### src/rtl/reg_file_pkg.sv
// Shared constants for the two-port configuration register file.
package reg_file_pkg;

    // Legal read pipeline depths
    localparam int RD_LAT_MIN = 1;
    localparam int RD_LAT_MAX = 2;

    // Reset defaults: UART config (parity on, even, 8 data bits) and clock divider
    localparam logic [31:0] CFG_RST_DEF = 32'h0000_0021;
    localparam logic [31:0] DIV_RST_DEF = 32'h0000_0008;

    // UART configuration register field positions
    localparam int CFG_PAR_EN_BIT   = 0;
    localparam int CFG_PAR_TYPE_BIT = 1;
    localparam int CFG_DW_LSB       = 2;
    localparam int CFG_DW_MSB       = 6;

    // True when the requested read latency is supported
    function automatic bit rd_latency_ok(input int lat);
        return (lat >= RD_LAT_MIN) && (lat <= RD_LAT_MAX);
    endfunction

endpackage

### src/rtl/reg_file_rd_pipe.sv
// Read return pipeline carrying {valid, err, data}; data holds when no read moves.
module reg_file_rd_pipe
    import reg_file_pkg::*;
#(
    parameter int DATA_WIDTH = 32,
    parameter int STAGES     = 1
) (
    input  logic                  clk,
    input  logic                  rst_n,
    input  logic                  i_valid,
    input  logic                  i_err,
    input  logic [DATA_WIDTH-1:0] i_data,
    output logic                  o_valid,
    output logic                  o_err,
    output logic [DATA_WIDTH-1:0] o_data
);

    logic [STAGES-1:0]     r_valid;
    logic [STAGES-1:0]     r_err;
    logic [DATA_WIDTH-1:0] r_data [STAGES];

    // Shift valid/err every cycle; data only advances behind a valid so outputs hold
    always_ff @(posedge clk or negedge rst_n) begin
        if (!rst_n) begin
            r_valid <= {STAGES{1'b0}};
            r_err   <= {STAGES{1'b0}};
            for (int s = 0; s < STAGES; s++) begin
                r_data[s] <= {DATA_WIDTH{1'b0}};
            end
        end else begin
            r_valid[0] <= i_valid;
            r_err[0]   <= i_valid & i_err;
            if (i_valid) begin
                r_data[0] <= i_data;
            end
            for (int s = 1; s < STAGES; s++) begin
                r_valid[s] <= r_valid[s-1];
                r_err[s]   <= r_valid[s-1] & r_err[s-1];
                if (r_valid[s-1]) begin
                    r_data[s] <= r_data[s-1];
                end
            end
        end
    end

    assign o_valid = r_valid[STAGES-1];
    assign o_err   = r_err[STAGES-1];
    assign o_data  = r_data[STAGES-1];

endmodule

### src/rtl/reg_file_2p.sv
// Two-port configuration register file: byte-enable writes, write-first
// forwarding, out-of-range detection and a 1- or 2-cycle read return.
module reg_file_2p
    import reg_file_pkg::*;
#(
    parameter int                   DATA_WIDTH = 32,
    parameter int                   DEPTH      = 16,
    parameter int                   ADDR_WIDTH = (DEPTH > 1) ? $clog2(DEPTH) : 1,
    parameter int                   RD_LATENCY = 1,
    parameter int                   CFG_IDX    = 2,
    parameter logic [DATA_WIDTH-1:0] CFG_RST   = DATA_WIDTH'(CFG_RST_DEF),
    parameter int                   DIV_IDX    = 3,
    parameter logic [DATA_WIDTH-1:0] DIV_RST   = DATA_WIDTH'(DIV_RST_DEF)
) (
    input  logic                    clk,
    input  logic                    reset,
    input  logic                    WrEN,
    input  logic [ADDR_WIDTH-1:0]   WrAddr,
    input  logic [DATA_WIDTH-1:0]   WrData,
    input  logic [DATA_WIDTH/8-1:0] WrBE,
    input  logic                    RdEN,
    input  logic [ADDR_WIDTH-1:0]   RdAddr,
    output logic [DATA_WIDTH-1:0]   RdData,
    output logic                    RdData_Valid,
    output logic                    RdErr,
    output logic                    WrErr
);

    localparam int NB      = DATA_WIDTH / 8;
    localparam int LP_SPAN = 32'sd1 << ADDR_WIDTH;

    if (!rd_latency_ok(RD_LATENCY)) begin : g_bad_lat
        $fatal(1, "reg_file_2p: RD_LATENCY must be 1 or 2");
    end
    if ((DATA_WIDTH % 8) != 0) begin : g_bad_width
        $fatal(1, "reg_file_2p: DATA_WIDTH must be a multiple of 8");
    end
    if ((CFG_IDX >= DEPTH) || (DIV_IDX >= DEPTH)) begin : g_bad_idx
        $fatal(1, "reg_file_2p: CFG_IDX/DIV_IDX outside the array");
    end

    logic [DATA_WIDTH-1:0] r_mem [DEPTH];
    logic                  r_wr_err;
    logic                  w_wr_in;
    logic                  w_rd_in;
    logic                  w_wr_ok;
    logic                  w_fwd;
    logic [DATA_WIDTH-1:0] w_rd_raw;
    logic [DATA_WIDTH-1:0] w_rd_merged;
    logic [DATA_WIDTH-1:0] w_rd_data;

    // Full address span in use: every address is legal, no comparator needed
    if (DEPTH == LP_SPAN) begin : g_pow2
        assign w_wr_in = 1'b1;
        assign w_rd_in = 1'b1;
    end else begin : g_range
        localparam logic [ADDR_WIDTH:0] LP_DEPTH = (ADDR_WIDTH+1)'(DEPTH);
        assign w_wr_in = ({1'b0, WrAddr} < LP_DEPTH);
        assign w_rd_in = ({1'b0, RdAddr} < LP_DEPTH);
    end

    assign w_wr_ok = WrEN & w_wr_in;
    assign w_fwd   = w_wr_ok & (WrAddr == RdAddr);

    // Reset image of register idx
    function automatic logic [DATA_WIDTH-1:0] rst_val(input int idx);
        if (idx == CFG_IDX) begin
            return CFG_RST;
        end else if (idx == DIV_IDX) begin
            return DIV_RST;
        end else begin
            return {DATA_WIDTH{1'b0}};
        end
    endfunction

    // Register array with per-byte write enables
    always_ff @(posedge clk or negedge reset) begin
        if (!reset) begin
            for (int i = 0; i < DEPTH; i++) begin
                r_mem[i] <= rst_val(i);
            end
        end else if (w_wr_ok) begin
            for (int i = 0; i < DEPTH; i++) begin
                if (WrAddr == ADDR_WIDTH'(i)) begin
                    for (int b = 0; b < NB; b++) begin
                        if (WrBE[b]) begin
                            r_mem[i][8*b +: 8] <= WrData[8*b +: 8];
                        end
                    end
                end
            end
        end
    end

    // Read mux over the populated registers
    always_comb begin
        w_rd_raw = {DATA_WIDTH{1'b0}};
        for (int i = 0; i < DEPTH; i++) begin
            if (RdAddr == ADDR_WIDTH'(i)) begin
                w_rd_raw = r_mem[i];
            end else begin
                w_rd_raw = w_rd_raw;
            end
        end
    end

    // Write-first merge: bytes being written this cycle bypass the array
    always_comb begin
        w_rd_merged = w_rd_raw;
        for (int b = 0; b < NB; b++) begin
            if (w_fwd && WrBE[b]) begin
                w_rd_merged[8*b +: 8] = WrData[8*b +: 8];
            end else begin
                w_rd_merged[8*b +: 8] = w_rd_raw[8*b +: 8];
            end
        end
    end

    // Out-of-range reads return zero
    always_comb begin
        w_rd_data = {DATA_WIDTH{1'b0}};
        if (w_rd_in) begin
            w_rd_data = w_rd_merged;
        end else begin
            w_rd_data = {DATA_WIDTH{1'b0}};
        end
    end

    // One-cycle error pulse for writes that miss the array
    always_ff @(posedge clk or negedge reset) begin
        if (!reset) begin
            r_wr_err <= 1'b0;
        end else begin
            r_wr_err <= WrEN & ~w_wr_in;
        end
    end

    assign WrErr = r_wr_err;

    reg_file_rd_pipe #(
        .DATA_WIDTH (DATA_WIDTH),
        .STAGES     (RD_LATENCY)
    ) u_rd_pipe (
        .clk     (clk),
        .rst_n   (reset),
        .i_valid (RdEN),
        .i_err   (~w_rd_in),
        .i_data  (w_rd_data),
        .o_valid (RdData_Valid),
        .o_err   (RdErr),
        .o_data  (RdData)
    );

endmodule

### config.mk
export PLATFORM = sky130hd
export DESIGN_NAME = reg_file_2p
export DESIGN_NICKNAME = d
export VERILOG_FILES = /design/src/rtl/reg_file_pkg.sv /design/src/rtl/reg_file_rd_pipe.sv /design/src/rtl/reg_file_2p.sv
export SDC_FILE = /design/constraint.sdc
export NUM_CORES = 1
export LEC_CHECK = 0
export CAP_MARGIN = 20
export CORE_MARGIN = 2
export CORE_UTILIZATION = 45
export DETAILED_ROUTE_END_ITERATION = 8
export HOLD_SLACK_MARGIN = 0.05
export PLACE_DENSITY = 0.58
export SKIP_CTS_REPAIR_TIMING = 1
export SLEW_MARGIN = 30
export SYNTH_ARGS = -nofsm -noshare
export SYNTH_HDL_FRONTEND = slang
export SYNTH_HIERARCHICAL = 1
export SYNTH_SLANG_ARGS = --single-unit
### constraint.sdc
create_clock -name clk -period 2.9 [get_ports clk]
set_input_delay 0.435 -clock clk [delete_from_list [all_inputs] [get_ports clk]]
set_output_delay 0.435 -clock clk [all_outputs]
set_load 0.05 [all_outputs]
### Yosys cells after proc, flatten, opt, wreduce, memory -nomap -nowiden

Cells that the tools add are included.

| cells by class | value |
|---|---|
| equal/unequal tests | 31 |
| mux-type cells | 20 |
| bitwise logic cells | 1 |
| reduce and logical (&&, ||, !) cells | 70 |

Operators with widths:

| cell | number |
|---|---|
| two-way mux 32 bit | 16 |
| AND reduction 3 bit | 64 |
| == test 4 bit, second input constant | 16 |
| == test 4 x 3 -> 1 bit, second input constant | 8 |
| two-way mux 8 bit | 4 |
| == test 4 x 2 -> 1 bit, second input constant | 4 |
| == test 4 x 1 -> 1 bit, second input constant | 2 |
| zero test 4 bit | 2 |
| == test 4 bit | 1 |
| logical AND 1 bit | 4 |
| AND 1 bit | 1 |

| storage, ports and cells | value |
|---|---|
| register bits | 545 |
| output and inout port bits | 35 |
| logic and storage cells | 188 |

### Longest topological paths before layout

Gate-level depths: netlist of the first run.

| depth | value |
|---|---|
| word-level depth | 18 |
| depth in mapped cells | 11 |
| mapped depth without buffers | 6 |

### Cells and area by module

Netlist of the first run, hierarchy kept.

Modules (own cells, without submodules):

| module | times used | cells an instance | area each (um^2) | seq. area each (um^2) |
|---|---|---|---|---|
| reg_file_2p | 1 | 2007 | 25241.7 | 12816.0 |
| reg_file_rd_pipe | 1 | 71 | 1397.6 | 850.8 |

### Worst setup path after synthesis of the first run

OpenSTA, ideal clock, no wires.

| timing path | value |
|---|---|
| kind | input-to-reg |
| start point | input RdAddr[0] |
| end point | register u_rd_pipe.r_data (netlist bit u_rd_pipe/o_data[21]) |
| library setup time | 0.125 ns |
| data arrival time | 2.095 ns |
| data required time | 2.775 ns |
| path slack | 0.680 ns |
| cell stages on the path | 8 |
| path through | buf_6 buf_6 mux4_2 a2bb2oi_1 nor2_1 a2111oi_2 o31ai_1 mux2_4 |

| between the ends | value |
|---|---|
| longest elaborated chain between the ends | 18 |

RTL lines:

| element | RTL line | text |
|---|---|---|
| start: declaration | reg_file_2p.sv:22 | `input logic [ADDR_WIDTH-1:0] RdAddr,` |
| zero test 4 bit | reg_file_2p.sv:99 | `if (RdAddr == ADDR_WIDTH'(i)) begin` |
| two-way mux 32 bit (16 in a row) | reg_file_2p.sv:99 |  |
| two-way mux 8 bit * | reg_file_2p.sv:111 | `if (w_fwd && WrBE[b]) begin` |
| via w_rd_data[21] | reg_file_2p.sv:50 | `logic [DATA_WIDTH-1:0] w_rd_data;` |
| end signal: indexed assignment | reg_file_rd_pipe.sv:28 | `r_data[s] <= {DATA_WIDTH{1'b0}};` |
| end signal: indexed assignment | reg_file_rd_pipe.sv:40 | `r_data[s] <= r_data[s-1];` |
| end: declaration | reg_file_rd_pipe.sv:20 | `logic [DATA_WIDTH-1:0] r_data [STAGES];` |

Mark *: on every way through the listed nets, which the timed path passes. The rest lies on a longest branch.
A chain may end at the register's enable or synchronous reset.

### Final worst setup path of the first run

| timing path | value |
|---|---|
| start point | register u_rd_pipe.r_data (netlist bit u_rd_pipe/o_data[21]) |
| end point | output RdData[21] |

RTL lines:

| element | RTL line | text |
|---|---|---|
| end: declaration | reg_file_2p.sv:23 | `output logic [DATA_WIDTH-1:0] RdData,` |

No word-level cell between the ends.

==> results.py, run 1 <==
metrics = {
    "outcome": {
        "outcome": "finished clean",
    },
    "hold_path": {
        "hold_depth": 1,
        "min_from": "RdEN",
        "hold_class": "primary input to register",
        "hold_end": "u_rd_pipe/o_valid$_DFF_PN0_",
    },
    "yosys": {
        "syn_area_um2": 26600,
        "ys_types": 84,
        "yosysMostFrequentCell": "mux2_2",
        "yosysTopAreaCellShare_pct": 51.0,
        "synth.avg_cell_area_um2": 12.8,
        "synth_cells": 2078,
        "ys.flop_type": "dfrtp_1",
        "yosysWarnings": 6,
        "synth_edf_count": 0,
        "synthTopCellsByArea": "dfrtp_1 (51%), mux2_2 (23%), mux4_2 (2.6%)",
        "ys_seq_elements": 546,
        "synth_commonest_cells": "mux2_2 (548), dfrtp_1 (543), nand2_1 (127)",
        "yosysTopAreaCell": "dfrtp_1",
        "synth_seq_area_share_pct": 51.3,
        "synthArstFlopShare_pct": 100,
    },
    "power": {
        "powerDensity_nw_per_um2": 695,
        "p_leak_uw": 0.0138,
        "vdd_drop_max_v": 0.000512,
    },
    "floorplan": {
        "rows": 89,
        "ioPinCount": 83,
        "floorplan.initialDensity_pct": 45.3,
        "fp.dieArea_um2": 61200,
        "die_h_um": 247,
        "coreArea_um2": 58800,
        "die_w_um": 247,
    },
    "placed_design": {
        "dp_worst_setup_slack_ps": -19.5,
        "numPortBuffers": 81,
        "dp_hpwl_um": 55100,
        "dp_cells": 2963,
        "gp_congestion": 0.896,
    },
    "critical_path": {
        "cp.required_ps": 2470,
        "path_max_fanout": 2,
        "crit_buf_inv": 1,
        "setup.reg_to_reg.worst_slack_ps": 900,
        "reg2reg_from": "r_mem[148]$_DFFE_PN0P_",
        "cpLargestDelayFamily": "buffers and inverters",
        "cp.arrival_ps": 1930,
        "timing.critical_path.slowest_stage_cell": "clkdlybuf4s50_1",
        "r2r_end": "u_rd_pipe/o_data[20]$_DFFE_PN0P_",
        "start_kind": "register",
        "crit_path_max_incr_delay_ps": 850,
        "cp_cell_sequence": "clkdlybuf4s50_1",
        "criticalPathCategory": "register to primary output",
        "r2r_cells": 5,
        "endpoint_kind": "primary output",
    },
    "clock_network": {
        "clock_insertion_delay_worst_skew_ps": 620,
        "cts.sinks": 546,
        "htreeDepth": 2,
        "clk_path_buf_depth": 3,
        "cts-root-buf": "clkbuf_16",
        "cts.clk_slew.worst_paths_ps": 60,
        "numCtsBuffers": 59,
        "cts_tree": "built",
    },
    "timing": {
        "fin_setup_tns_ps": 0,
        "slew_viol_final": 0,
        "relSlewSlack_pct": 42.8,
        "setup_viol": 0,
        "skew_ps": 11.2,
        "rsz0062_at_grt": "no",
        "fmax_mhz": 422,
        "fin_ws_ps": 533,
        "holdWs_ps": 239,
        "report.final.hold_viol_count": 0,
        "fin_crit_sh_pct": 81.6,
        "tightest_slew_ps": 857,
        "finalCriticalPeriod_ps": 2370,
    },
    "layout": {
        "drive_above_1_share_pct": 40.9,
        "antenna_cells": 0,
        "area_delta_synth_final_pct": 16.5,
        "final_cells": 3072,
        "nFillCells": 5061,
        "fin_nets": 2300,
        "postLayoutCoreUtil_pct": 52.8,
    },
    "drt": {
        "routed_wl_um": 83000,
        "via_per_inst": 6.12,
        "wl_per_cell_um": 27.0,
        "drt_pre_antenna_iters": 5,
        "drc_errors": 0,
        "final_antenna_net_count": 0,
        "via_count": 18807,
        "drt_iter0_drc": 1760,
    },
    "global_route": {
        "grt_pass1_wl_um": 124000,
        "groute.usage.overall_pct": 27.3,
        "grt_max_degree": 100,
        "grt_overflow_total": 0,
        "grt_pass1_vias": 19073,
        "antenna_found_initial": 0,
    },
    "run": {
        "cap_violations": 0,
    },
}
[power breakdown]
part           internal, uW  leakage (uW)  total (uW)  switching, uW
Sequential             9110       0.00697        9940            834
Clock                  4570      0.000960        7650           3070
Combinational          2090       0.00586        3990           1900
[area by class of cell]
class | count | area (um2) | share of cell area, %
Clock buffer | 95 | 1760 | 5.68
Clock inverter | 13 | 194 | 0.625
Inverter | 4 | 15.0 | 0.0484
Multi-Input combinational cell | 1374 | 12100 | 38.8
Sequential cell | 546 | 13700 | 44.0
Tap cell | 773 | 967 | 3.12
Timing Repair Buffer | 267 | 2380 | 7.67
[flip-flops by register name, summed over array words and instances (netlist names)]
name,count
r_mem,512
u_rd_pipe/o_valid,1
u_rd_pipe/o_err,1
u_rd_pipe/o_data,32
[cells in the final DEF, fill, tap and decap left out, drive strengths merged, types with 15 or more instances in the layout]
cell / n
a21oi: 78
a221oi: 16
a311oi: 15
buf: 190
clkbuf: 96
clkdlybuf4s50: 75
dfrtp: 543
mux2: 585
mux2i: 25
mux4: 31
nand2: 133
nand2b: 17
nand3: 16
nor2: 60
nor2b: 16
nor3: 21
o211ai: 17
o21ai: 103
o221ai: 15
o22ai: 33
or2: 17
[worst max-delay path by stage]
stage / cells after the start / endpoint / slack, ps / start
finish: 1 / RdData[21] / 530 / u_rd_pipe/o_data[21]$_DFFE_PN0P_
global route: 1 / RdData[21] / 480 / u_rd_pipe/o_data[21]$_DFFE_PN0P_
CTS: 1 / RdData[21] / 530 / u_rd_pipe/o_data[21]$_DFFE_PN0P_
detailed placement: 8 / u_rd_pipe/o_data[20]$_DFFE_PN0P_ / -20 / RdAddr[0]
global placement: 8 / u_rd_pipe/o_data[20]$_DFFE_PN0P_ / -10 / RdAddr[0]
floorplan: 8 / u_rd_pipe/o_data[21]$_DFFE_PN0P_ / 680 / RdAddr[0]
[per-layer routing]
layer	share of wire, %	track usage (%)	wire (um)
met5	0	0	0
met3	6.8	4.92	5630
met2	45	42.2	37700
met4	4.3	11.6	3550
met1	44	37.8	36200
[cell families after synthesis]
group,Yosys count,synth area share [%]
buffers and inverters,159,3.48
AOI/OAI and AO/OA,402,10.2
DFF,546,51.3
xor gates and xnor gates,4,0.160
and+or+nand+nor,325,6.13
muxes,641,28.7
other,1,0.0141
[stage by stage]
step | power (uW) | instance area [um2]
2_1_floorplan | 12600 | 26600
3_3_place_gp | 13900 | 29100
3_5_place_dp | 14000 | 29100
4_1_cts | 21700 | 31000
5_1_grt | 22500 | 31000
6_report | 21600 | 31000
No activity file was read; power rests on OpenSTA's default activity.
==> run 2: changes to the inputs <==
- PLACE_DENSITY: 0.58 -> 0.61
- clock period: 2.9 -> 2.1 ns (I/O delays scaled with it)
==> results.py, run 2 (synthesis results as in run 1) <==
metrics = {
    "timing": {
        "rsz0062_at_grt": "no",
        "slew_viol_final": 0,
        "fmax_mhz": 479,
        "relSlewSlack_pct": 44.8,
        "fin_crit_sh_pct": 99.4,
        "report.final.hold_viol_count": 0,
        "skew_ps": 14.6,
        "fin_setup_tns_ps": 0,
        "setup_viol": 0,
        "finalCriticalPeriod_ps": 2090,
        "tightest_slew_ps": 822,
    },
    "clock_network": {
        "cts.sinks": 546,
        "cts-root-buf": "clkbuf_16",
        "clk_path_buf_depth": 3,
        "cts_tree": "built",
        "htreeDepth": 2,
        "clock_insertion_delay_worst_skew_ps": 630,
        "cts.clk_slew.worst_paths_ps": 60,
        "numCtsBuffers": 58,
    },
    "drt": {
        "final_antenna_net_count": 0,
        "drt_iter0_drc": 1442,
        "via_count": 19332,
        "via_per_inst": 6.01,
        "wl_per_cell_um": 26.0,
        "routed_wl_um": 83600,
        "drt_pre_antenna_iters": 8,
        "drc_errors": 0,
    },
    "placed_design": {
        "gp_congestion": 0.911,
        "dp_hpwl_um": 59100,
        "numPortBuffers": 81,
        "dp_cells": 3107,
    },
    "critical_path": {
        "path_max_fanout": 2,
        "r2r_end": "u_rd_pipe/o_data[4]$_DFFE_PN0P_",
        "cp.arrival_ps": 2650,
        "cp.required_ps": 2660,
        "setup.reg_to_reg.worst_slack_ps": 10,
        "crit_path_max_incr_delay_ps": 650,
        "cp_cell_sequence": "mux4_2 -> a21oi_1 -> o311a_1 -> a311oi_1 -> o32a_1 -> mux2_4",
        "timing.critical_path.slowest_stage_cell": "a311oi_1",
        "cpLargestDelayFamily": "compound AO/OA/AOI/OAI gates",
        "r2r_cells": 6,
        "reg2reg_from": "r_mem[452]$_DFFE_PN0P_",
        "criticalPathCategory": "register to register",
        "crit_buf_inv": 0,
        "endpoint_kind": "register",
        "start_kind": "register",
    },
    "floorplan": {
        "fp.dieArea_um2": 61200,
        "coreArea_um2": 58800,
        "die_h_um": 247,
        "floorplan.initialDensity_pct": 45.3,
        "rows": 89,
        "ioPinCount": 83,
        "die_w_um": 247,
    },
    "global_route": {
        "grt_overflow_total": 0,
        "grt_pass1_vias": 20272,
        "grt_max_degree": 80,
        "antenna_found_initial": 0,
        "groute.usage.overall_pct": 27.7,
        "grt_pass1_wl_um": 127000,
    },
    "power": {
        "vdd_drop_max_v": 0.000666,
        "powerDensity_nw_per_um2": 910,
        "p_leak_uw": 0.0153,
        "total_power_uw": 30100,
    },
    "layout": {
        "final_common_cell": "mux2_2",
        "area_delta_synth_final_pct": 24.2,
        "largest_reg_flops": 512,
        "drive_above_1_share_pct": 44.9,
        "fin_nets": 2441,
        "final_cells": 3214,
        "postLayoutCoreUtil_pct": 56.3,
        "final_cell_mix": "mux2_2 (548), dfrtp_1 (543), buf_4 (245)",
        "top_register": "r_mem",
        "antenna_cells": 0,
    },
    "outcome": {
        "outcome": "finished clean",
    },
    "hold_path": {
        "hold_end": "u_rd_pipe/o_valid$_DFF_PN0_",
        "hold_depth": 2,
        "min_from": "RdEN",
        "hold_class": "primary input to register",
    },
    "run": {
        "cap_violations": 0,
    },
}
run 2: cell types whose count changed in the layout (fill, tap and decap cells not counted), sizes merged, moves of 3 or more:
| cell | delta |
|---|---|
| buf | +142 |
| clkinv | +6 |
| clkbuf | -8 |
| clkinvlp | +3 |
| clkdlybuf4s50 | -33 |
| dlymetal6s2s | +33 |
run 2: how the worst max path moves through the flow:
stage                                     from                               end  slack [ps]  cells after the start
3_5_place_dp                         WrAddr[1]   u_rd_pipe/o_data[3]$_DFFE_PN0P_        -460                      8
3_3_place_gp                         WrAddr[1]   u_rd_pipe/o_data[7]$_DFFE_PN0P_        -380                      8
5_1_grt                 r_mem[415]$_DFFE_PN0P_  u_rd_pipe/o_data[31]$_DFFE_PN0P_           8                      6
6_report                r_mem[452]$_DFFE_PN0P_   u_rd_pipe/o_data[4]$_DFFE_PN0P_          10                      6
4_1_cts        u_rd_pipe/o_data[5]$_DFFE_PN0P_                         RdData[5]        -140                      1
2_1_floorplan                        RdAddr[0]  u_rd_pipe/o_data[21]$_DFFE_PN0P_          10                      8
run 2: report_power, final:
group,switching [uW],internal (uW)
sequential,1120,12600
combinational,2670,3080
clock,4360,6300
total,8150,22000
run 2: through the flow:
step	hold WS, ps	setup WS [ps]	instance area, um2
3_5_place_dp	273	-461	31000
6_report	66.3	12.8	33100
3_3_place_gp	268	-379	31000
5_1_grt	51.5	8.12	33100
4_1_cts	-391	-142	33000
2_1_floorplan	19.4	13.1	26600
run 2: cell type report:
| class | instances | area, um2 |
|---|---|---|
| fill | 4825 | 25700 |
| sequential | 546 | 13700 |
| timing repair buffer | 409 | 4390 |
| clock buffer | 87 | 1770 |
| clock inverter | 21 | 216 |
| tap | 773 | 967 |
| inverter | 4 | 15.0 |
| multi-input combinational | 1374 | 12100 |
run 2: layer usage:
layer / up-vias / global-route usage (%) / part of all wire, %
met5: - / 0 / 0
met4: 0 / 10.1 / 3.5
met3: 166 / 4.08 / 5.8
met2: 645 / 44.5 / 47
met1: 10135 / 38.4 / 44
li1: 8386 / - / -
==> run 3: changes to the inputs <==
- CAP_MARGIN: 20 -> 25
- TNS_END_PERCENT: unset -> 30
==> results.py, run 3 (synthesis results as in run 1) <==
metrics = {
    "placed_design": {
        "placed_area_um2": 31000,
        "numPortBuffers": 81,
        "gp_congestion": 0.911,
        "dp_hpwl_um": 59100,
    },
    "layout": {
        "postLayoutCoreUtil_pct": 56.3,
        "drive_above_1_share_pct": 44.9,
        "nFillCells": 4823,
        "largest_reg_flops": 512,
        "area_delta_synth_final_pct": 24.3,
        "antenna_cells": 0,
        "final_common_cell": "mux2_2",
        "top_register": "r_mem",
        "stdcell_area_um2": 33100,
        "fin_nets": 2443,
        "final_cell_mix": "mux2_2 (548), dfrtp_1 (543), buf_4 (247)",
    },
    "power": {
        "clock_power_share_pct": 35.4,
        "p_leak_uw": 0.0153,
        "p_comb_share_pct": 19.1,
        "sw_frac_of_total_pct": 27.0,
        "netSwitchingPower_uw": 8140,
        "seqPwrFrac_pct": 45.5,
        "internal-power_uw": 22000,
        "vdd_drop_max_v": 0.000667,
        "powerDensity_nw_per_um2": 909,
    },
    "floorplan": {
        "die_w_um": 247,
        "floorplan.initialDensity_pct": 45.3,
        "fp.dieArea_um2": 61200,
        "rows": 89,
        "ioPinCount": 83,
        "coreArea_um2": 58800,
        "die_h_um": 247,
    },
    "timing": {
        "finalCriticalPeriod_ps": 2120,
        "skew_ps": 16.9,
        "tightest_slew_ps": 637,
        "relSlewSlack_pct": 57.3,
        "rsz0062_at_grt": "yes",
        "report.final.hold_viol_count": 0,
        "fmax_mhz": 471,
        "fin_ws_ps": -23.8,
        "setup_viol": 1,
        "fin_crit_sh_pct": 101,
        "slew_viol_final": 0,
    },
    "critical_path": {
        "cp.arrival_ps": 2630,
        "reg2reg_from": "r_mem[388]$_DFFE_PN0P_",
        "cp.required_ps": 2600,
        "crit_path_max_incr_delay_ps": 480,
        "path_max_fanout": 2,
        "criticalPathCategory": "register to register",
        "crit_buf_inv": 1,
        "cpLargestDelayFamily": "multiplexers",
        "crit_path_start": "r_mem[388]$_DFFE_PN0P_",
        "timing.critical_path.slowest_stage_cell": "mux4_2",
        "start_kind": "register",
        "endpoint_kind": "register",
        "cp_cell_sequence": "mux4_2 -> a21oi_1 -> o311a_1 -> a311oi_1 -> buf_4 -> o32a_1 -> mux2_4",
    },
    "hold_path": {
        "hold_class": "primary input to register",
        "min_from": "RdEN",
    },
    "global_route": {
        "groute.usage.overall_pct": 27.7,
        "grt_pass1_vias": 20272,
        "grt_overflow_total": 0,
        "grt_max_degree": 80,
        "grt_pass1_wl_um": 127000,
        "antenna_found_initial": 0,
    },
    "drt": {
        "drc_errors": 0,
        "routed_wl_um": 83400,
        "via_per_inst": 6.00,
        "wl_per_cell_um": 25.9,
        "final_antenna_net_count": 0,
        "via_count": 19298,
        "drt_pre_antenna_iters": 5,
        "drt_iter0_drc": 1411,
    },
    "clock_network": {
        "cts.clk_slew.worst_paths_ps": 60,
        "cts-root-buf": "clkbuf_16",
        "clock_insertion_delay_worst_skew_ps": 630,
        "cts.sinks": 546,
        "cts_tree": "built",
        "clk_path_buf_depth": 3,
        "numCtsBuffers": 58,
        "htreeDepth": 2,
    },
    "run": {
        "cap_violations": 0,
    },
    "outcome": {
        "violations": "negative setup slack",
        "outcome": "finished, violations left",
    },
}
-- run 3: worst paths after layout --
check / endpoint / slack [ps] / cells past startpoint
setup / recovery: u_rd_pipe/o_data[4]$_DFFE_PN0P_ / -20 / 7
hold / removal: u_rd_pipe/o_valid$_DFF_PN0_ / 60 / 2
setup reg to reg: u_rd_pipe/o_data[4]$_DFFE_PN0P_ / -20 / 7
hold reg to reg: r_mem[149]$_DFFE_PN0P_ / 490 / 1
max in group asynchronous: u_rd_pipe/o_data[0]$_DFFE_PN0P_ / 1030 / 4
min in group asynchronous: r_mem[418]$_DFFE_PN0P_ / 220 / 2
-- run 3: per-layer routing --
metal	part of all wire, %	global-route usage (%)
met4	3.5	10.1
met2	47	44.5
met1	44	38.4
met5	0	0
met3	5.8	4.08
-- run 3: power by group through the flow --
stage / combinational [uW] / sequential [uW] / clock [uW]
after floorplan: 3490 / 13900 / 0
after global placement: 5610 / 13700 / 0
after detailed placement: 5760 / 13800 / 0
after CTS: 5790 / 13700 / 10800
after global routing: 6180 / 13900 / 11300
final: 5760 / 13700 / 10700
-- run 3: stage by stage --
| stage | hold slack (ps) | power, uW | instances | setup TNS (ps) | worst slack [ps] |
|---|---|---|---|---|---|
| 2_1_floorplan | 19.4 | 17300 | 2079 | 0 | 13.1 |
| 3_3_place_gp | 268 | 19300 | 3107 | -114510 | -379 |
| 3_5_place_dp | 273 | 19600 | 3107 | -126210 | -461 |
| 4_1_cts | -391 | 30300 | 3215 | -2260 | -142 |
| 5_1_grt | 51.5 | 31400 | 3216 | -76.9 | -62.3 |
| 6_report | 63.0 | 30100 | 3216 | -23.8 | -23.8 |
-- run 3: layout make-up --
class | instances | area, um2 | share of cell area, %
clock buffers | 87 | 1770 | 5.36
well taps | 773 | 967 | 2.92
repair buffers | 411 | 4410 | 13.3
flip-flops and latches | 546 | 13700 | 41.3
inverters | 4 | 15.0 | 0.0454
clock inverters | 21 | 216 | 0.654
multi-input cells | 1374 | 12100 | 36.4
